$ cat config.mk
export PLATFORM = sky130hd
export DESIGN_NAME = conv_rd_addr_gen
export DESIGN_NICKNAME = d
export VERILOG_FILES = /design/src/rtl/conv_rd_addr_gen.sv
export SDC_FILE = /design/constraint.sdc
export NUM_CORES = 1
export LEC_CHECK = 0
export CORE_MARGIN = 3
export CORE_UTILIZATION = 55
export CTS_BUF_LIST = sky130_fd_sc_hd__clkbuf_8
export CTS_CLUSTER_DIAMETER = 100
export CTS_CLUSTER_SIZE = 28
export DETAILED_ROUTE_END_ITERATION = 16
export PLACE_DENSITY = 0.84
export SLEW_MARGIN = 20
export SYNTH_ARGS = -nofsm -noshare
export SYNTH_HDL_FRONTEND = slang
export SYNTH_SLANG_ARGS = --single-unit
$ cat constraint.sdc
create_clock -name clk_i -period 4.52 [get_ports clk_i]
set_clock_uncertainty 0.2 [all_clocks]
set_input_delay 0.678 -clock clk_i [delete_from_list [all_inputs] [get_ports clk_i]]
set_output_delay 0.678 -clock clk_i [all_outputs]
set_load 0.03 [all_outputs]
$ cat src/rtl/conv_rd_addr_gen.sv
// Scratchpad read-address generator for the 1-D convolution datapath.
// On start_rd_gen it latches the filter length, stride and IF length, then
// slides a window across the IF scratchpad issuing (IF, filter) read pairs
// under a valid/ready handshake. It reports psum_done per window,
// stride_count_flag per base advance and full_done when every window is done.
// Optional build macro RD_GEN_WIN_CNT_EN adds a win_cnt_o window counter.
module conv_rd_addr_gen #(
  parameter int unsigned FILT_ADDR_LEN = 4,
  parameter int unsigned IF_ADDR_LEN   = 5
) (
  input  logic                     clk_i,
  input  logic                     rst_ni,
  input  logic                     start_rd_gen_i,
  input  logic [FILT_ADDR_LEN-1:0] filt_len_i,
  input  logic [IF_ADDR_LEN-1:0]   stride_i,
  input  logic [IF_ADDR_LEN-1:0]   if_len_i,
  input  logic                     pe_ready_i,
  output logic [IF_ADDR_LEN-1:0]   if_rd_addr_o,
  output logic [FILT_ADDR_LEN-1:0] filt_rd_addr_o,
  output logic                     rd_valid_o,
  output logic                     psum_done_o,
  output logic                     stride_count_flag_o,
  output logic                     full_done_o,
  output logic                     busy_o
`ifdef RD_GEN_WIN_CNT_EN
  ,
  output logic [IF_ADDR_LEN-1:0]   win_cnt_o
`endif
);

  // Wide enough that base + stride + filt_len can never wrap.
  localparam int unsigned CmpW =
      ((IF_ADDR_LEN > FILT_ADDR_LEN) ? IF_ADDR_LEN : FILT_ADDR_LEN) + 2;

  typedef enum logic [1:0] {
    StIdle    = 2'd0,
    StIssue   = 2'd1,
    StAdvance = 2'd2,
    StDone    = 2'd3
  } state_e;

  state_e                   state_q;
  logic [FILT_ADDR_LEN-1:0] filt_len_q;
  logic [IF_ADDR_LEN-1:0]   stride_q;
  logic [IF_ADDR_LEN-1:0]   if_len_q;
  logic [IF_ADDR_LEN-1:0]   base_q;
  logic [FILT_ADDR_LEN-1:0] tap_q;
  logic [IF_ADDR_LEN-1:0]   if_rd_addr_q;
  logic [FILT_ADDR_LEN-1:0] filt_rd_addr_q;
  logic                     rd_valid_q;
  logic                     stride_flag_q;
  logic                     full_done_q;
  logic                     busy_q;

  logic            start_cfg_ok;
  logic            accept;
  logic            last_tap;
  logic [CmpW-1:0] next_end;
  logic            next_fits;

  // Config check uses the raw inputs since they are latched in the same cycle.
  assign start_cfg_ok = (filt_len_i != '0) && (stride_i != '0) &&
                        (CmpW'(filt_len_i) <= CmpW'(if_len_i));

  assign accept    = (state_q == StIssue) && rd_valid_q && pe_ready_i;
  assign last_tap  = (tap_q == (filt_len_q - FILT_ADDR_LEN'(1)));
  assign next_end  = CmpW'(base_q) + CmpW'(stride_q) + CmpW'(filt_len_q);
  assign next_fits = (next_end <= CmpW'(if_len_q));

  // A restart in the same cycle abandons the window, so it gets no psum_done.
  assign psum_done_o = accept && last_tap && !start_rd_gen_i;

  assign if_rd_addr_o        = if_rd_addr_q;
  assign filt_rd_addr_o      = filt_rd_addr_q;
  assign rd_valid_o          = rd_valid_q;
  assign stride_count_flag_o = stride_flag_q;
  assign full_done_o         = full_done_q;
  assign busy_o              = busy_q;

  // Window-walk FSM; outputs are registered alongside the state they belong to.
  always_ff @(posedge clk_i or negedge rst_ni) begin
    if (!rst_ni) begin
      state_q        <= StIdle;
      filt_len_q     <= '0;
      stride_q       <= '0;
      if_len_q       <= '0;
      base_q         <= '0;
      tap_q          <= '0;
      if_rd_addr_q   <= '0;
      filt_rd_addr_q <= '0;
      rd_valid_q     <= 1'b0;
      stride_flag_q  <= 1'b0;
      full_done_q    <= 1'b0;
      busy_q         <= 1'b0;
    end else begin
      stride_flag_q <= 1'b0;
      full_done_q   <= 1'b0;
      if (start_rd_gen_i) begin
        // Restart wins over every other transition.
        filt_len_q     <= filt_len_i;
        stride_q       <= stride_i;
        if_len_q       <= if_len_i;
        base_q         <= '0;
        tap_q          <= '0;
        if_rd_addr_q   <= '0;
        filt_rd_addr_q <= '0;
        busy_q         <= 1'b1;
        if (start_cfg_ok) begin
          state_q    <= StIssue;
          rd_valid_q <= 1'b1;
        end else begin
          state_q     <= StDone;
          rd_valid_q  <= 1'b0;
          full_done_q <= 1'b1;
        end
      end else begin
        case (state_q)
          StIdle: begin
            rd_valid_q <= 1'b0;
            busy_q     <= 1'b0;
          end
          StIssue: begin
            if (accept) begin
              if (last_tap) begin
                tap_q          <= '0;
                rd_valid_q     <= 1'b0;
                if_rd_addr_q   <= '0;
                filt_rd_addr_q <= '0;
                if (next_fits) begin
                  state_q       <= StAdvance;
                  stride_flag_q <= 1'b1;
                end else begin
                  state_q     <= StDone;
                  full_done_q <= 1'b1;
                end
              end else begin
                // if_rd_addr tracks base + tap, so both step together.
                tap_q          <= tap_q + FILT_ADDR_LEN'(1);
                filt_rd_addr_q <= tap_q + FILT_ADDR_LEN'(1);
                if_rd_addr_q   <= if_rd_addr_q + IF_ADDR_LEN'(1);
              end
            end
          end
          StAdvance: begin
            base_q         <= base_q + stride_q;
            if_rd_addr_q   <= base_q + stride_q;
            filt_rd_addr_q <= '0;
            tap_q          <= '0;
            rd_valid_q     <= 1'b1;
            state_q        <= StIssue;
          end
          StDone: begin
            state_q <= StIdle;
            busy_q  <= 1'b0;
          end
          default: begin
            state_q    <= StIdle;
            rd_valid_q <= 1'b0;
            busy_q     <= 1'b0;
          end
        endcase
      end
    end
  end

`ifdef RD_GEN_WIN_CNT_EN
  logic [IF_ADDR_LEN-1:0] win_cnt_q;

  // Completed-window counter; holds after full_done until the next start.
  always_ff @(posedge clk_i or negedge rst_ni) begin
    if (!rst_ni) begin
      win_cnt_q <= '0;
    end else if (start_rd_gen_i) begin
      win_cnt_q <= '0;
    end else if (psum_done_o) begin
      win_cnt_q <= win_cnt_q + IF_ADDR_LEN'(1);
    end
  end

  assign win_cnt_o = win_cnt_q;
`endif

endmodule
==> metrics.txt <==
Port Buf Inserts 31; die outline height 71.3 um; filler cell count in the final layout 335; async set-or-reset flop fraction in the synthesized netlist 100%; library cell contributing the largest single delay on the critical path sky130_fd_sc_hd__clkdlybuf4s50_1; number of instances in the synthesized netlist 231; area of the core 4060 um2; quantity of gates resized following cts 0; minimum clock period after layout 3740 ps; nature of the critical path endpoint primary output; drt drc 0; vias after detailed routing 1833; all-layer global routing usage 22.2%; DR iter-0 viols 79; initial antenna violation count 0; TritonCTS clock tree done; ratio of cells with drive above 1 in the final layout 10.9%; layout overhead on the synthesized area 19.9%; clock tree root driver cell sky130_fd_sc_hd__clkbuf_8; largest net degree at the start of global routing 35; headroom to the max-slew limit 53.6%; Largest stage delay, worst path 700 ps; Via density 5.80; min-delay worst type flop to flop; distinct cell type count after synthesis 54; placed wire-length estimate after detailed placement 3880 um; Buf+Inv Stages, Crit Path 2; average wire length per cell after detail routing 16.2 um; max-slew violations 0; worst endpoint data arrival time 2860 ps; setup repair after global routing missed its margin false; synthesis-stage register bit count 34; count of TritonRoute iterations in the first routing pass 4; fmax 267 MHz; num rows 23; Mapped Avg Cell Area 10.2 um2; sinks on the clock net 34; hold-fix buffer count after cts 0; total of max-cap violations 0; clock insertion delay at the later pin of the skew report 290 ps; clock slew seen by the registers of the worst setup and hold paths 70 ps; Final Hold Violating Endpoints 0; Max FO, Critical Path 8; portion of the clock cycle consumed by the worst path in the final layout 82.8%; Synth Cell Area 2350 um2; diode count 0; LEAKAGE 1.31 nW; critical path, cell by cell inv_1 -> ha_1 -> xor2_1 -> nand3_4 -> or2_0 -> nor3_4 -> clkdlybuf4s50_1; Starting Density 57.8%; Setup Total Neg Slack 0 ps; result of the run completed; yosys warns 0; die width 71.3 um; Routed Wire Length 5120 um; most frequent cells in the layout sky130_fd_sc_hd__dfrtp_1, sky130_fd_sc_hd__clkdlybuf4s50_1, sky130_fd_sc_hd__inv_1, sky130_fd_sc_hd__ha_1, sky130_fd_sc_hd__nand2_1; final total power 1.47 mW; Post-Synthesis Net Count 280; share of synthesized area occupied by flip-flops and latches 36.2%; startpoint kind of the worst setup timing path flop; transition time at the pin with the least slew margin 689 ps; category of the critical setup timing path flop to primary output; worst-case clock buffer depth 2; most frequent standard cell in the layout excluding fill and tap cells sky130_fd_sc_hd__dfrtp_1; count of antenna-violating nets left after detailed routing 0; vias in the first global route 1889; count of final setup violators 0; Cell Pwr Density 521 nW/um2; overall die area 5090 um2; Post-synth EDFFs 0; Worst EP required 3640 ps; first-pass GRT wire length 8830 um; number of post-CTS setup repair buffers 0; number of buffers added by the clock tree synthesis step 5; global-route congestion overflow total 0; NumNets Final 314; H-tree depth reported by CTS 2; maximum vdd ir drop 0.000391 V; main flop type after synthesis sky130_fd_sc_hd__dfrtp_1; number of placed I/O pins 32; CP delay by family, top simple AND/OR/NAND/NOR gates; global placement routability congestion 0.827
cell type report:
class | count | area, um2 | area share [%]
Clock buffer | 5 | 68.8 | 2.44
Clock inverter | 3 | 40.0 | 1.42
Inverter | 25 | 93.8 | 3.33
Multi-Input combinational cell | 165 | 1370 | 48.5
Sequential cell | 34 | 851 | 30.2
Tap cell | 50 | 62.6 | 2.22
Timing Repair Buffer | 34 | 333 | 11.8
cell usage after synthesis (3+ instances only):
master | number | area share, %
sky130_fd_sc_hd__inv_1 | 25 | 4.0
sky130_fd_sc_hd__dfrtp_1 | 34 | 36
sky130_fd_sc_hd__mux2i_1 | 3 | 1.3
sky130_fd_sc_hd__o211ai_1 | 4 | 1.3
sky130_fd_sc_hd__xnor2_1 | 4 | 1.5
sky130_fd_sc_hd__nor2b_1 | 5 | 1.3
sky130_fd_sc_hd__nand2_1 | 18 | 2.9
sky130_fd_sc_hd__ha_1 | 25 | 13
sky130_fd_sc_hd__o21ai_0 | 16 | 3.4
sky130_fd_sc_hd__fa_1 | 6 | 5.1
sky130_fd_sc_hd__nor2_1 | 12 | 1.9
sky130_fd_sc_hd__a31oi_1 | 6 | 1.6
sky130_fd_sc_hd__nand3_1 | 4 | 0.85
sky130_fd_sc_hd__mux2_2 | 8 | 3.8
sky130_fd_sc_hd__a21oi_1 | 10 | 2.1
metal layers:
layer | track usage (%) | part of all wire (%) | vias to the layer above
li1 | - | - | 885
met1 | 27.6 | 42 | 878
met2 | 37.4 | 51 | 59
met3 | 5.61 | 5.3 | 11
met4 | 8.14 | 1.9 | 0
met5 | 0 | 0 | -
flip-flops by register name, summed over array words and instances, names as in the netlist:
signal / cells
rd_valid_o: 1
if_len_q: 5
stride_q: 5
filt_rd_addr_o: 4
busy_o: 1
full_done_o: 1
state_q: 2
base_q: 5
stride_count_flag_o: 1
if_rd_addr_o: 5
filt_len_q: 4
power breakdown:
part | switching, mW | leakage, nW | internal [mW]
Sequential | 0.0830 | 0.427 | 0.372
Combinational | 0.407 | 0.829 | 0.325
Clock | 0.117 | 0.0579 | 0.162
path summary, 6_finish.rpt:
kind,startpoint,end,slack [ps],cells after the start
max,filt_len_q[0],psum_done_o,780,7
min,busy_o,busy_o,290,2
max reg2reg,stride_q[1],state_q[0],1230,12
min reg2reg,busy_o,busy_o,290,2
max in group asynchronous,rst_ni,if_len_q[0],3210,2
min in group asynchronous,rst_ni,busy_o,590,2
logic make-up (layout without fill, tap and decap cells):
| logic type | after synthesis | after routing | share of synthesized area, % |
|---|---|---|---|
| simple gates | 55 | 55 | 12.5 |
| compound gates | 59 | 59 | 17.5 |
| flops | 34 | 34 | 36.2 |
| xor+xnor | 9 | 9 | 4.64 |
| mux | 11 | 11 | 5.12 |
| buf+inv | 32 | 67 | 5.54 |
| fa+ha+maj | 31 | 31 | 18.4 |
metrics by stage:
step                hold WS [ps]  setup slack [ps]  cell area [um2]  util, %  instances
global route                 335               573             2820     69.4        316
detailed placement           281              1080             2710     66.7        308
CTS                          300               745             2820     69.4        316
floorplan                    182              1540             2350        -        231
global placement             267              1150             2710     66.7        308
finish                       291               779             2820     69.4        316
tightest hold or removal path: stages (launching register included):
cell                      delay [ps]
sky130_fd_sc_hd__dfrtp_1         350
sky130_fd_sc_hd__nand2_1          50
sky130_fd_sc_hd__nand2_1          60
Note: power is estimated with default switching activity, not from simulation.
